## src/rtl/dma_mem_access_if.sv

```systemverilog
// dma_mem_access_if: request/response handshake between the DMA sequencer and the memory access block
// master: sequencer side (drives request, address, direction, write data)
// slave:  access block side (drives ack/end strobes and read data)
interface dma_mem_access_if;
  logic        dma_req;
  logic [21:0] dma_addr;
  logic        dma_rnw;
  logic [7:0]  dma_wd;
  logic        dma_ack;
  logic        dma_end;
  logic [7:0]  dma_rd;
  modport master (output dma_req, dma_addr, dma_rnw, dma_wd, input dma_ack, dma_end, dma_rd);
  modport slave (input dma_req, dma_addr, dma_rnw, dma_wd, output dma_ack, dma_end, dma_rd);
endinterface

```

## src/rtl/dma_mem_access.sv

```systemverilog
// dma_mem_access: arbitrates for the memory bus and performs fixed-length DMA read/write accesses
// clk, rst_n (async, active-low); dma: sequencer handshake (slave modport);
// mem_busrq/mem_busgnt: bus ownership; mem_a/mem_dout/mem_doe/mem_dinp/mem_oe_n/mem_we_n: memory pins
module dma_mem_access #(
  parameter int WAIT = 2
) (
  input  logic                clk,
  input  logic                rst_n,
  dma_mem_access_if.slave     dma,
  output logic                mem_busrq,
  input  logic                mem_busgnt,
  output logic [21:0]         mem_a,
  output logic [7:0]          mem_dout,
  output logic                mem_doe,
  input  logic [7:0]          mem_dinp,
  output logic                mem_oe_n,
  output logic                mem_we_n
);
  typedef enum logic [1:0] {IDLE, WGNT, ACC} state_t;
  localparam logic [2:0] CNT_INIT = 3'(WAIT - 1);
  state_t      state;
  logic [2:0]  cnt;
  logic        rnw_q;
  logic        end_q;
  logic [7:0]  rd_q;
  logic        acc;
  logic        last;
  logic        ack;
  assign acc = state == ACC;
  assign last = acc && cnt == 3'd0;
  // Grant is only sampled here; losing it mid-access does not abort the access.
  assign ack = dma.dma_req && mem_busgnt && (state == WGNT || last);
  assign dma.dma_ack = ack;
  assign dma.dma_end = end_q;
  assign dma.dma_rd = rd_q;
  assign mem_busrq = state != IDLE;
  assign mem_oe_n = !(acc && rnw_q);
  assign mem_doe = acc && !rnw_q;
  // Write strobe released one cycle early so data is held past the rising edge of we_n.
  assign mem_we_n = !(acc && !rnw_q && cnt != 3'd0);
  always_ff @(posedge clk or negedge rst_n)
    if (!rst_n) begin
      state    <= IDLE;
      cnt      <= 3'd0;
      rnw_q    <= 1'b0;
      end_q    <= 1'b0;
      rd_q     <= 8'd0;
      mem_a    <= 22'd0;
      mem_dout <= 8'd0;
    end else begin
      end_q <= last;
      if (last && rnw_q) rd_q <= mem_dinp;
      if (ack) begin
        mem_a    <= dma.dma_addr;
        mem_dout <= dma.dma_wd;
        rnw_q    <= dma.dma_rnw;
      end
      cnt   <= ack ? CNT_INIT : (acc && cnt != 3'd0) ? cnt - 3'd1 : cnt;
      state <= (ack || (acc && !last)) ? ACC : dma.dma_req ? WGNT : IDLE;
    end
endmodule

```

## src/flat_wrapper.sv

```systemverilog
// flat-port wrapper written by rule: the top's interface ports become plain ports
module dma_mem_access_flat 
#(
  parameter int WAIT = 2
)
  (clk, rst_n, mem_busrq, mem_busgnt, mem_a, mem_dout, mem_doe, mem_dinp, mem_oe_n, mem_we_n, dma_dma_req, dma_dma_addr, dma_dma_rnw, dma_dma_wd, dma_dma_ack, dma_dma_end, dma_dma_rd);
  dma_mem_access_if dma_i ();
  input  logic clk;
  input  logic rst_n;
  output logic mem_busrq;
  input  logic mem_busgnt;
  output logic [21:0] mem_a;
  output logic [7:0] mem_dout;
  output logic mem_doe;
  input  logic [7:0] mem_dinp;
  output logic mem_oe_n;
  output logic mem_we_n;
  input wire logic [$bits(dma_i.dma_req)-1:0] dma_dma_req;
  input wire logic [$bits(dma_i.dma_addr)-1:0] dma_dma_addr;
  input wire logic [$bits(dma_i.dma_rnw)-1:0] dma_dma_rnw;
  input wire logic [$bits(dma_i.dma_wd)-1:0] dma_dma_wd;
  output wire logic [$bits(dma_i.dma_ack)-1:0] dma_dma_ack;
  output wire logic [$bits(dma_i.dma_end)-1:0] dma_dma_end;
  output wire logic [$bits(dma_i.dma_rd)-1:0] dma_dma_rd;
  assign dma_i.dma_req = dma_dma_req;
  assign dma_i.dma_addr = dma_dma_addr;
  assign dma_i.dma_rnw = dma_dma_rnw;
  assign dma_i.dma_wd = dma_dma_wd;
  assign dma_dma_ack = dma_i.dma_ack;
  assign dma_dma_end = dma_i.dma_end;
  assign dma_dma_rd = dma_i.dma_rd;
  dma_mem_access #(.WAIT(WAIT)) u_core (.clk(clk), .rst_n(rst_n), .dma(dma_i), .mem_busrq(mem_busrq), .mem_busgnt(mem_busgnt), .mem_a(mem_a), .mem_dout(mem_dout), .mem_doe(mem_doe), .mem_dinp(mem_dinp), .mem_oe_n(mem_oe_n), .mem_we_n(mem_we_n));
endmodule
```

## config.mk

```make
export PLATFORM = sky130hd
export DESIGN_NAME = dma_mem_access_flat
export DESIGN_NICKNAME = d
export VERILOG_FILES = /design/src/rtl/dma_mem_access_if.sv /design/src/rtl/dma_mem_access.sv /design/src/flat_wrapper.sv
export SDC_FILE = /design/constraint.sdc
export NUM_CORES = 1
export LEC_CHECK = 0
export CAP_MARGIN = 20
export CORE_MARGIN = 5
export CORE_UTILIZATION = 45
export CTS_BUF_LIST = sky130_fd_sc_hd__clkbuf_2 sky130_fd_sc_hd__clkbuf_4 sky130_fd_sc_hd__clkbuf_8
export DETAILED_ROUTE_END_ITERATION = 8
export PLACE_DENSITY = 0.79
export SETUP_SLACK_MARGIN = 0.05
export SYNTH_ARGS = -nofsm -noshare
export SYNTH_HDL_FRONTEND = slang
export SYNTH_SLANG_ARGS = --single-unit
```

## constraint.sdc

```tcl
create_clock -name clk -period 1.6 [get_ports clk]
set_input_delay 0.16 -clock clk [delete_from_list [all_inputs] [get_ports clk]]
set_output_delay 0.16 -clock clk [all_outputs]
set_load 0.02 [all_outputs]
```

Word level (Yosys, flattened, before mapping)
Index checks and enable logic that the tools add are counted.
- register bits after elaboration: 45
- output and inout port bits: 44
- word-level logic and storage cells: 33
- $add $sub $neg: 1
- equal/unequal tests: 2
- mux-type cells: 4
- reductions and logical operators: 19
- operators by type and width (operator ; count):
    1-bit logical AND ; 9
    3-bit 2-to-1 mux ; 2
    1-bit zero test ; 4
    2-bit nonzero test ; 2
    3-bit zero test ; 1
    3-bit nonzero test ; 1
    3-bit by 1-bit subtractor with 3-bit output (second input constant) ; 1
    2-bit by 1-bit == test with 1-bit output (second input constant) ; 1
    2-bit == test (second input constant) ; 1
    1-bit logical OR ; 2
    2-bit 2-to-1 mux ; 1
    1-bit 2-to-1 mux ; 1

Logic depth before layout (Yosys ltp)
Gate-level depths: netlist of the first run.
- word-level depth: 6
- gate-level depth with buffers: 9
- depth with buffers taken out: 6

Least setup slack after synthesis of the first run
No wires, ideal clock.
- path type: register -> output
- start point: register u_core.cnt[0]
- end point: output port dma_dma_ack
- data arrival time: 1632 ps
- slack: -192 ps
- cell stages (with the launch flop): 10
- cell sequence: dfrtp_1 -> inv_1 -> ha_1 -> ha_1 -> buf_6 -> and3b_1 -> buf_6 -> buf_6 -> a21oi_1 -> nor2_1
- longest elaborated chain between the ends: 4
- ends and longest elaborated chain (what ; RTL line ; source):
    start: declaration ; dma_mem_access.sv:22 ; logic [2:0] cnt;
    start signal: assignment ; dma_mem_access.sv:58 ; cnt <= ack ? CNT_INIT : (acc && cnt != 3'd0) ? cnt - 3'd1 : cnt;
    3-bit zero test ; dma_mem_access.sv:30 ; assign last = acc && cnt == 3'd0;
    1-bit logical AND ; dma_mem_access.sv:30 ;
    net u_core.last ; dma_mem_access.sv:27 ; logic last;
    1-bit logical OR ; dma_mem_access.sv:32 ; assign ack = dma.dma_req && mem_busgnt && (state == WGNT || last);
    1-bit logical AND ; dma_mem_access.sv:32 ;
    end: declaration ; flat_wrapper.sv:22 ; output wire logic [$bits(dma_i.dma_ack)-1:0] dma_dma_ack;
The timed path passes the listed nets, and every way through them passes these cells.

Worst setup path after layout of the first run
- start point: register u_core.cnt[1]
- end point: register u_core.rd_q[2], in the netlist u_core.dma.dma_rd[2]
- longest elaborated chain between the ends: 3
- ends and longest elaborated chain (what ; RTL line ; source):
    3-bit zero test ; dma_mem_access.sv:30 ;
    1-bit logical AND ; dma_mem_access.sv:30 ;
    1-bit logical AND ; dma_mem_access.sv:52 ; if (last && rnw_q) rd_q <= mem_dinp;
    end signal: assignment ; dma_mem_access.sv:52 ;
    end: declaration ; dma_mem_access.sv:25 ; logic [7:0] rd_q;
No other way between the ends.
A chain may end at the register's enable or synchronous reset.

==> results of run 1 <==
## placed cells by master, fill, tap and decap left out, types with 2 or more instances in the layout
cell	n
sky130_fd_sc_hd__clkdlybuf4s50_1	78
sky130_fd_sc_hd__nand2b_1	63
sky130_fd_sc_hd__o22ai_1	62
sky130_fd_sc_hd__dfrtp_1	44
sky130_fd_sc_hd__nor2_1	33
sky130_fd_sc_hd__a221oi_2	29
sky130_fd_sc_hd__buf_4	20
sky130_fd_sc_hd__mux2_4	8
sky130_fd_sc_hd__buf_12	6
sky130_fd_sc_hd__clkbuf_8	5
sky130_fd_sc_hd__a21oi_1	4
sky130_fd_sc_hd__inv_2	3
sky130_fd_sc_hd__inv_1	3
sky130_fd_sc_hd__buf_2	3
sky130_fd_sc_hd__buf_6	3
sky130_fd_sc_hd__a221oi_1	2
sky130_fd_sc_hd__ha_4	2
sky130_fd_sc_hd__dlymetal6s2s_1	2
## worst max-delay path, stage by stage (launching register included)
cell,delay (ns)
sky130_fd_sc_hd__dfrtp_1,0.39
sky130_fd_sc_hd__inv_2,0.07
sky130_fd_sc_hd__ha_4,0.13
sky130_fd_sc_hd__ha_4,0.13
sky130_fd_sc_hd__and3b_2,0.23
sky130_fd_sc_hd__buf_6,0.22
sky130_fd_sc_hd__nand2_8,0.11
sky130_fd_sc_hd__mux2_4,0.31
## sequential cells by signal, indices dropped and copies added, names as in the netlist
register / cells
u_core.cnt: 3
u_core.mem_dout: 8
u_core.rnw_q: 1
u_core.state: 2
u_core.mem_a: 22
u_core.dma.dma_rd: 8
u_core.dma.dma_end: 1
## stage by stage
step,util [%],instances
2_1_floorplan,-,308
3_3_place_gp,60.9,465
3_5_place_dp,60.9,465
4_1_cts,62.9,475
5_1_grt,63.6,475
6_report,63.6,475
## worst min path at each step
| stage | startpoint | end | slack (ns) | depth (start not counted) |
|---|---|---|---|---|
| finish | rst_n | u_core.mem_a[8]$_DFFE_PN0P_ | 0.34 | 2 |
| detailed placement | rst_n | u_core.mem_a[11]$_DFFE_PN0P_ | 0.14 | 1 |
| floorplan | rst_n | u_core.cnt[0]$_DFFE_PN0P_ | -0.14 | 0 |
| CTS | rst_n | u_core.mem_a[8]$_DFFE_PN0P_ | 0.35 | 2 |
| global placement | rst_n | u_core.mem_a[11]$_DFFE_PN0P_ | 0.14 | 1 |
| global route | rst_n | u_core.mem_a[8]$_DFFE_PN0P_ | 0.38 | 2 |
## power breakdown
group	internal, mW	total [mW]	switching [mW]
Sequential	1.57	1.97	0.403
Clock	0.455	0.843	0.388
Combinational	1.96	3.78	1.82
## kinds of logic after synthesis
family / count (synthesis)
AOI/OAI and AO/OA: 104
muxes: 9
adders and majority gates: 2
and+or+nand+nor: 108
buffers and inverters: 40
DFF: 45
## metal layers
layer,vias up,GRT usage (%),wire [um]
met4,0,3.96,71
met2,84,32.3,4310
met1,1332,24.8,3450
met5,-,0,0
li1,1326,-,-
met3,9,3.66,427
## what timing repair did
item                       CTS  global route
setup endpoints to repair   34            47
pin swaps                    1             3
cloned                       0             0
setup buffers                3             2
resized for setup           24            12
hold buffers                 1             0
hold endpoints to repair    17             0
## final cells by class
class | count | area [sq um]
Timing Repair Buffer | 114 | 1140
Fill cell | 541 | 2430
Clock inverter | 2 | 35.0
Clock buffer | 5 | 68.8
Inverter | 6 | 22.5
Tap cell | 80 | 100
Sequential cell | 45 | 1130
Multi-Input combinational cell | 223 | 1750
==> flow_summary.yaml, run 1 <==
place:
  instance_area_at_placement_sq_mm: 0.00407
  gp_congestion: 0.761
  place_worst_setup_slack_ns: -0.233
  hpwl_um: 5440
  io_buffers: 86
sta:
  finalSetupViolations: 12
  max_transition_viols_final: 0
  fin_crit_ns: 1.72
  final_worst_hold_slack_ns: 0.340
  post-route-worst-setup-slack_ns: -0.123
  actual_transition_at_the_worst_max_transition_pin_ns: 0.461
  skew_ns: 0.00813
  fmaxAchievable_mhz: 581
  finalHoldViolCount: 0
  post-route-period-util_pct: 108
  grt_setup_unrepaired: "yes"
  fin_setup_tns_ns: -1.11
  max_slew_margin_pct: 69.3
synth:
  synth-seq-area-share_pct: 36.9
  synth.avg_cell_area_sq_um: 9.90
  synth_enable_flop_cells: 0
  synth.net_count: 353
  synth_compound_gate_area_share_pct: 30.0
  yosys-mux-area-fraction_pct: 4.31
  synth_seq_cells: 45
  synth.cell_area_sq_mm: 0.00305
  ys.flop_type: "sky130_fd_sc_hd__dfrtp_1"
  synth_simple_gate_area_share_pct: 19.8
  yosys-top-cells-area: "sky130_fd_sc_hd__dfrtp_1, sky130_fd_sc_hd__a221oi_2, sky130_fd_sc_hd__nand2b_1"
  synth_cell_type_count: 31
  synth_xor_xnor_area_share_pct: 0
  synth_top_area_cell: "sky130_fd_sc_hd__dfrtp_1"
  main_combinational_cell_family_by_area_after_synthesis: "compound AO/OA/AOI/OAI gates"
  synthAdderAreaFrac_pct: 0.821
  async_flop_share_pct: 100
  yosysMostFrequentCell: "sky130_fd_sc_hd__nand2b_1"
  netlist_instances: 308
  ys_top_cells_by_count: "sky130_fd_sc_hd__nand2b_1, sky130_fd_sc_hd__o22ai_1, sky130_fd_sc_hd__dfrtp_1, sky130_fd_sc_hd__nor2_1, sky130_fd_sc_hd__a221oi_2"
  synth_top_area_share_pct: 36.9
  yosysWarningCount: 0
setup_path:
  timing.critical_path.to: "u_core.dma.dma_rd[2]$_DFFE_PN0P_"
  worst-endpoint-arrival_ns: 1.91
  rrSetupSlack_ns: -0.12
  critical_path_required_ns: 1.78
  worst-r2r-cell-count: 7
  crit_start: "u_core.cnt[1]$_DFFE_PN0P_"
  worst-setup-path-type: "flip-flop to flip-flop"
  regToRegEndpoint: "u_core.dma.dma_rd[2]$_DFFE_PN0P_"
  critical_path.endpoint_type: "flip-flop"
  startpoint_type: "flip-flop"
  crit-reg2reg-launch: "u_core.cnt[1]$_DFFE_PN0P_"
  cp_max_fo: 13
status:
  failing_checks: "setup timing"
  result_of_the_run: "finished, violations left"
floorplanning:
  core.rowCount: 30
  dieWidth_um: 92.3
  fp.dieArea_sq_mm: 0.00852
  io-pin-count: 87
  height_of_the_die_um: 92.3
  fp.coreArea_sq_mm: 0.00668
  floorplan.initialDensity_pct: 45.6
drt:
  postRouteAntennaNets: 0
  detail_route.first_pass.iterations: 4
  drcViolationCount: 0
  wl_um: 8250
  initialDrtViolationCount: 99
  wl_per_cell_um: 17.4
  detailroute.via_count: 2751
  avgViaCountPerCell: 5.79
clock_network:
  worstSkewPairLatency_ns: 0.29
  max-clock-path-buffers: 2
  cts.sink_count: 45
  cts_tree: "yes"
  root_buffer: "sky130_fd_sc_hd__clkbuf_8"
  cts_buffers: 5
  clkTransAtPathRegs_ns: 0.09
  htree_num_levels: 2
min_path:
  min-delay-path-class: "input pin to async pin"
global_routing:
  grt_pass1_wl_um: 13300
  grt_max_degree: 61
  grt-ovfl-total: 0
  grt.total_usage_pct: 18.9
  initial_antenna_violation_count: 0
  grt_pass1_vias: 2694
final_layout:
  drive_gt1_share_pct: 24.3
  finalNetCount: 440
  area_growth_syn_to_layout_pct: 39.4
  final_cell_area_sq_mm: 0.00425
  antennaDiodeCount: 0
power:
  cellPowerDensity_mw_per_mm2: 1550
  max-vdd-ir-drop_mv: 0.824
  power.static_leakage_nw: 1.70
  pwr_total_mw: 6.59
job:
  timing.max_cap.violations: 0
(Power assumes the default switching activity.)
==> inputs of run 2 (changes only) <==
--- a/config.mk
+++ b/config.mk
@@ -6,11 +6,13 @@
 export NUM_CORES = 1
 export LEC_CHECK = 0
 export CAP_MARGIN = 20
+export CELL_PAD_IN_SITES_DETAIL_PLACEMENT = 1
+export CELL_PAD_IN_SITES_GLOBAL_PLACEMENT = 2
 export CORE_MARGIN = 5
-export CORE_UTILIZATION = 45
+export CORE_UTILIZATION = 32
 export CTS_BUF_LIST = sky130_fd_sc_hd__clkbuf_2 sky130_fd_sc_hd__clkbuf_4 sky130_fd_sc_hd__clkbuf_8
 export DETAILED_ROUTE_END_ITERATION = 8
-export PLACE_DENSITY = 0.79
+export PLACE_DENSITY_LB_ADDON = 0.1
 export SETUP_SLACK_MARGIN = 0.05
 export SYNTH_ARGS = -nofsm -noshare
 export SYNTH_HDL_FRONTEND = slang
==> constraint.sdc (replaced) <==
create_clock -name clk -period 2.06 [get_ports clk]
set_input_delay 0.206 -clock clk [delete_from_list [all_inputs] [get_ports clk]]
set_output_delay 0.206 -clock clk [all_outputs]
set_load 0.02 [all_outputs]
==> run 2 against run 1 <==
Flip-flop and latch count is the same. Via count grew 0.51%. Cell count grew 7.4%. Die area grew 36%. Combinational power shrank 28%. The run now ends clean. Clock-buffer cell count is the same. Non-clock buffer count shrank 15. Register-to-register slack gained 0.32 ns. Clock power shrank 30%. Hold slack gained 0.066 ns. Clock skew grew 0.0022 ns.
==> flow_summary.yaml, run 2 (synthesized netlist as in run 1, its figures left out) <==
clock_network:
  clkTransAtPathRegs_ns: 0.10
  cts_tree: "yes"
  max-clock-path-buffers: 2
  cts_buffers: 5
  root_buffer: "sky130_fd_sc_hd__clkbuf_8"
  worstSkewPairLatency_ns: 0.31
  htree_num_levels: 2
  cts.sink_count: 45
sta:
  skew_ns: 0.0104
  post-route-period-util_pct: 92.9
  fin_setup_tns_ns: 0
  max_transition_viols_final: 0
  grt_setup_unrepaired: "yes"
  final_worst_hold_slack_ns: 0.406
  max_slew_margin_pct: 52.9
  fin_crit_ns: 1.91
  finalHoldViolCount: 0
  actual_transition_at_the_worst_max_transition_pin_ns: 0.707
  fmaxAchievable_mhz: 522
  finalSetupViolations: 0
setup_path:
  critPathBufInv: 2
  worst-endpoint-arrival_ns: 1.71
  worst-setup-path-type: "flip-flop to output pin"
  critical_path_required_ns: 1.85
  critical_path.max_stage_delay_ns: 0.37
  critical_path.endpoint_type: "output pin"
  startpoint_type: "flip-flop"
  timing.critical_path.max_delay_family: "adder cells"
  crit_path_frequent_cell: "sky130_fd_sc_hd__ha_1"
  crit_chain: "inv_1 -> ha_1 -> ha_1 -> and3b_2 -> a21oi_1 -> nor2_1 -> buf_2"
  worst_path_max_delay_cell: "sky130_fd_sc_hd__dfrtp_1"
  cp_max_fo: 3
status:
  result_of_the_run: "completed"
global_routing:
  grt_pass1_wl_um: 14700
  grt_pass1_vias: 2824
  grt.total_usage_pct: 15.9
  grt_max_degree: 69
  grt-ovfl-total: 0
  initial_antenna_violation_count: 0
place:
  hpwl_um: 5780
  instance_area_at_placement_sq_mm: 0.00399
  gp_congestion: 0.704
  io_buffers: 86
floorplanning:
  io-pin-count: 87
  dieWidth_um: 108
  height_of_the_die_um: 108
  fp.dieArea_sq_mm: 0.0116
  fp.coreArea_sq_mm: 0.00928
  core.rowCount: 35
  floorplan.initialDensity_pct: 32.8
final_layout:
  area_growth_syn_to_layout_pct: 34.3
  final_cell_area_sq_mm: 0.00409
  postLayoutCoreUtil_pct: 44.1
  drive_gt1_share_pct: 18.1
  finalNetCount: 425
  largest_reg_flops: 22
  registers.top_by_ff_count: "u_core.mem_a"
  layout_commonest_cell: "sky130_fd_sc_hd__clkdlybuf4s50_1"
  antennaDiodeCount: 0
  mostFrequentLayoutCells: "sky130_fd_sc_hd__clkdlybuf4s50_1, sky130_fd_sc_hd__nand2b_1, sky130_fd_sc_hd__o22ai_1"
drt:
  detail_route.first_pass.iterations: 4
  wl_um: 9340
  wl_per_cell_um: 18.3
  detailroute.via_count: 2765
  drcViolationCount: 0
  postRouteAntennaNets: 0
  initialDrtViolationCount: 124
  avgViaCountPerCell: 5.42
job:
  timing.max_cap.violations: 0
power:
  cellPowerDensity_mw_per_mm2: 1190
  pwr_total_mw: 4.86
  power.static_leakage_nw: 1.58
  max-vdd-ir-drop_mv: 0.658
min_path:
  min-delay-path-class: "input pin to async pin"
## run 2: timing repair
item                                   4_1_cts  5_1_grt
hold buffers                                 1        0
endpoints found under the hold margin       45        0
setup endpoints to repair                    3        3
buffers inserted                             0        1
resized for setup                            7        3
## run 2: cell type report
cell class                      instances  area (sq um)
Fill cell                            1077          5190
Clock inverter                          3          21.3
Tap cell                              129           161
Inverter                                6          22.5
Sequential cell                        45          1130
Timing Repair Buffer                   99          1010
Clock buffer                            5          68.8
Multi-Input combinational cell        223          1680
## run 2: worst paths after layout
path / startpoint / endpoint / slack, ns / depth (start not counted)
setup / recovery: u_core.cnt[0]$_DFFE_PN0P_ / dma_dma_ack / 0.15 / 7
hold / removal: rst_n / u_core.mem_a[14]$_DFFE_PN0P_ / 0.41 / 3
setup reg to reg: u_core.cnt[0]$_DFFE_PN0P_ / u_core.dma.dma_rd[4]$_DFFE_PN0P_ / 0.20 / 7
hold reg to reg: u_core.dma.dma_rd[7]$_DFFE_PN0P_ / u_core.dma.dma_rd[7]$_DFFE_PN0P_ / 0.52 / 1
max in group asynchronous: rst_n / u_core.state[0]$_DFF_PN0_ / 1.41 / 3
min in group clk: mem_dinp[7] / u_core.dma.dma_rd[7]$_DFFE_PN0P_ / 0.51 / 2
## run 2: through the flow
stage                     std cells  worst slack (ns)
after floorplan                 308             0.222
after global placement          500             0.102
after detailed placement        500            0.0745
after CTS                       509            0.0221
after global routing            510           0.00942
final                           510             0.146
## run 2: worst min-delay path, stage by stage
cell and delay [ns]:
sky130_fd_sc_hd__dlygate4sd3_1 0.52, sky130_fd_sc_hd__buf_2 0.12, sky130_fd_sc_hd__buf_12 0.26
## run 2: power by group
| group | switching, mW | leakage [nW] | internal, mW |
|---|---|---|---|
| logic | 1.34 | 0.966 | 1.37 |
| registers | 0.345 | 0.574 | 1.22 |
| clock network | 0.345 | 0.0445 | 0.242 |
## run 2: routing by layer
layer | part of all wire, % | wire length (um) | up-vias | GRT usage (%)
met5 | 0 | 0 | - | 0
met4 | 0.71 | 66 | 0 | 3.07
met3 | 4.7 | 443 | 8 | 3.30
met2 | 49 | 4540 | 61 | 26.7
met1 | 46 | 4290 | 1394 | 21.1
li1 | - | - | 1302 | -
==> variant (config.mk and constraints of run 1) <==
Re-encode `state_t` (3 states) as one-hot, 3 bits wide.
--- a/src/rtl/dma_mem_access.sv
+++ b/src/rtl/dma_mem_access.sv
@@ -17,5 +17,5 @@
   output logic                mem_we_n
 );
-  typedef enum logic [1:0] {IDLE, WGNT, ACC} state_t;
+  typedef enum logic [2:0] {IDLE = 3'b001, WGNT = 3'b010, ACC = 3'b100} state_t;
   localparam logic [2:0] CNT_INIT = 3'(WAIT - 1);
   state_t      state;
Check against the original RTL: same outputs for any inputs over 10 cycles, from zero or initial values and one cycle with rst_n low; not proved beyond that.
==> variant against run 1 <==
Total power shrank 34%. Area after synthesis shrank 36%. Cell area shrank 21%. Worst setup slack lost 17 ps. Sequential cell count grew 1. Maximum frequency shrank 0.98%. Wire length shrank 34%. Via count shrank 47%. Non-clock buffer count shrank 3. The run still ends with negative setup slack left.
==> variant: results (changes against run 1) <==
| Metric | Value |
|---|---|
| Share of layout cells above drive strength 1 | 0.389 (+0.146) |
| Port Buffers | 86 (unchanged) |
| Yosys cell types | 25 (-19%) |
| Crit path largest cell delay | 410 ps (+20 ps) |
| 1st-pass router iterations | 4 (unchanged) |
| Max reg flops | 22 (unchanged) |
| Fillcell total | 246 (-55%) |
| Total Routing Usage GR | 0.188 (-0.00104) |
| ANT cells | 0 (unchanged) |
| Clock tree buffer depth | 2 (unchanged) |
| Critical Path AT | 1920 ps |
| Num CTS Buffers | 5 (unchanged) |
| Nets | 283 (-36%) |
| HPWL Detailed | 3640 um (-33%) |
| Share of flip-flops with an asynchronous set or reset | 1.00 (unchanged) |
| Placer congestion estimate | 0.831 (+9.2%) |
| Via count | 1,458 (-47%) |
| H-tree depth | 2 (unchanged) |
| Reg clk slew, reported paths | 80 ps |
| Leakage | 1.49 nW (-13%) |
| Mapped Area | 1950 um^2 (-36%) |
| Setup ws final | -140 ps (-17.0 ps) |
| Initial drt markers | 50 (-49%) |
| Wirelength, routed | 5440 um (-34%) |
| Main area contributors after synthesis | dfrtp_1, mux2_4, mux2_2 |
| Vias in the first global route | 1,733 (-36%) |
| Post-Route Skew | 3.27 ps (-4.86 ps) |
| Setup TNS | -4200 ps (-3090 ps) |
| Largest net degree at the start of global routing | 25 (-59%) |
| CP max stage cell | dfrtp_1 |
| Top reg by flops | u_core.mem_a |
| VDD IR-drop max | 0.00123 V (+49%) |
| Initial antenna violation count | 0 (unchanged) |
| Hold crit path type | input port to asynchronous set/reset pin |
| Failing checks | negative setup slack |
| Root Buffer | clkbuf_8 |
| Headroom to the max-slew limit | 0.621 (-0.0716) |
| DP Worst Slack | -224 ps (+9.01 ps) |
| Clk_lat worst skew | 290 ps (about the same) |
| Number of synthesis warnings | 0 (unchanged) |
| Sequential fraction of the synthesis area | 0.590 (+0.220) |
| Synth top cells by count | dfrtp_1, mux2_4, mux2_2 |
| Final setup fails | 42 (+30) |
| Crit Path Max Fanout | 16 (+3) |
| Status | complete, but fails checks |
| First-pass GRT wire length | 8700 um (-35%) |
| Syn_nets | 170 (-52%) |
==> variant: cell families (layout without fill, tap and decap cells) <==
| logic type | count (synthesis) | after routing | share of synthesized area |
|---|---|---|---|
| flip-flops | 46 | 46 | 0.590 |
| multiplexers | 39 | 39 | 0.277 |
| AO/OA/AOI/OAI | 8 | 8 | 0.0243 |
| AND/OR/NAND/NOR | 21 | 21 | 0.0666 |
| adder cells (fa/ha/maj) | 2 | 2 | 0.0128 |
| buffers and inverters | 9 | 123 | 0.0301 |
==> variant: where the power goes <==
part | internal, mW | switching, mW | total [mW]
combinational | 0.993 | 0.704 | 1.70
sequential | 1.43 | 0.168 | 1.60
clock | 0.666 | 0.366 | 1.03
==> variant: final timing paths <==
check / cells after the start / slack [ps] / to / startpoint
worst min-delay path: 2 / 390 / u_core.mem_a[4]$_DFFE_PN0P_ / rst_n
max in group asynchronous: 3 / 680 / u_core.dma.dma_rd[3]$_DFFE_PN0P_ / rst_n
worst min register to register: 1 / 510 / u_core.mem_a[4]$_DFFE_PN0P_ / u_core.mem_a[4]$_DFFE_PN0P_
worst max-delay path: 7 / -140 / u_core.mem_a[14]$_DFFE_PN0P_ / u_core.cnt[0]$_DFFE_PN0P_
min in group clk: 2 / 480 / u_core.rnw_q$_DFFE_PN0P_ / dma_dma_rnw
worst max register to register: 7 / -140 / u_core.mem_a[14]$_DFFE_PN0P_ / u_core.cnt[0]$_DFFE_PN0P_
==> variant: critical path, delay by kind of cell, from the launching register on <==
kind,cells,cell delay (ps)
buf+inv,3,410
flops,1,410
mux,1,310
simple gates,1,230
fa+ha+maj,1,130
compound gates,1,120
==> variant: cell type report <==
type,instances,share of cell area
timing repair buffer,111,0.334
inverter,4,0.00523
clock buffer,6,0.0246
tap,52,0.0194
sequential,46,0.344
multi-input combinational,70,0.255
clock inverter,2,0.0179
==> variant: layer usage <==
layer / routed length (um) / vias to the layer above / GRT usage
met5: 0 / - / 0
met1: 2260 / 717 / 0.217
li1: - / 655 / -
met2: 2730 / 72 / 0.318
met3: 309 / 14 / 0.0592
met4: 137 / 0 / 0.0765
==> variant: stage by stage <==
step,instance area [um^2],std cells
4_1_cts,3300,289
5_1_grt,3350,291
3_3_place_gp,3000,274
6_report,3350,291
3_5_place_dp,3000,274
2_1_floorplan,1980,125
==> variant: repair_timing <==
| action | 4_1_cts | 5_1_grt |
|---|---|---|
| hold endpoints to repair | 21 | 0 |
| pin swaps | 1 | 4 |
| hold buffers | 1 | 0 |
| resized for setup | 41 | 10 |
| buffers inserted | 5 | 2 |
| setup endpoints to repair | 46 | 44 |
| gates cloned | 1 | 1 |
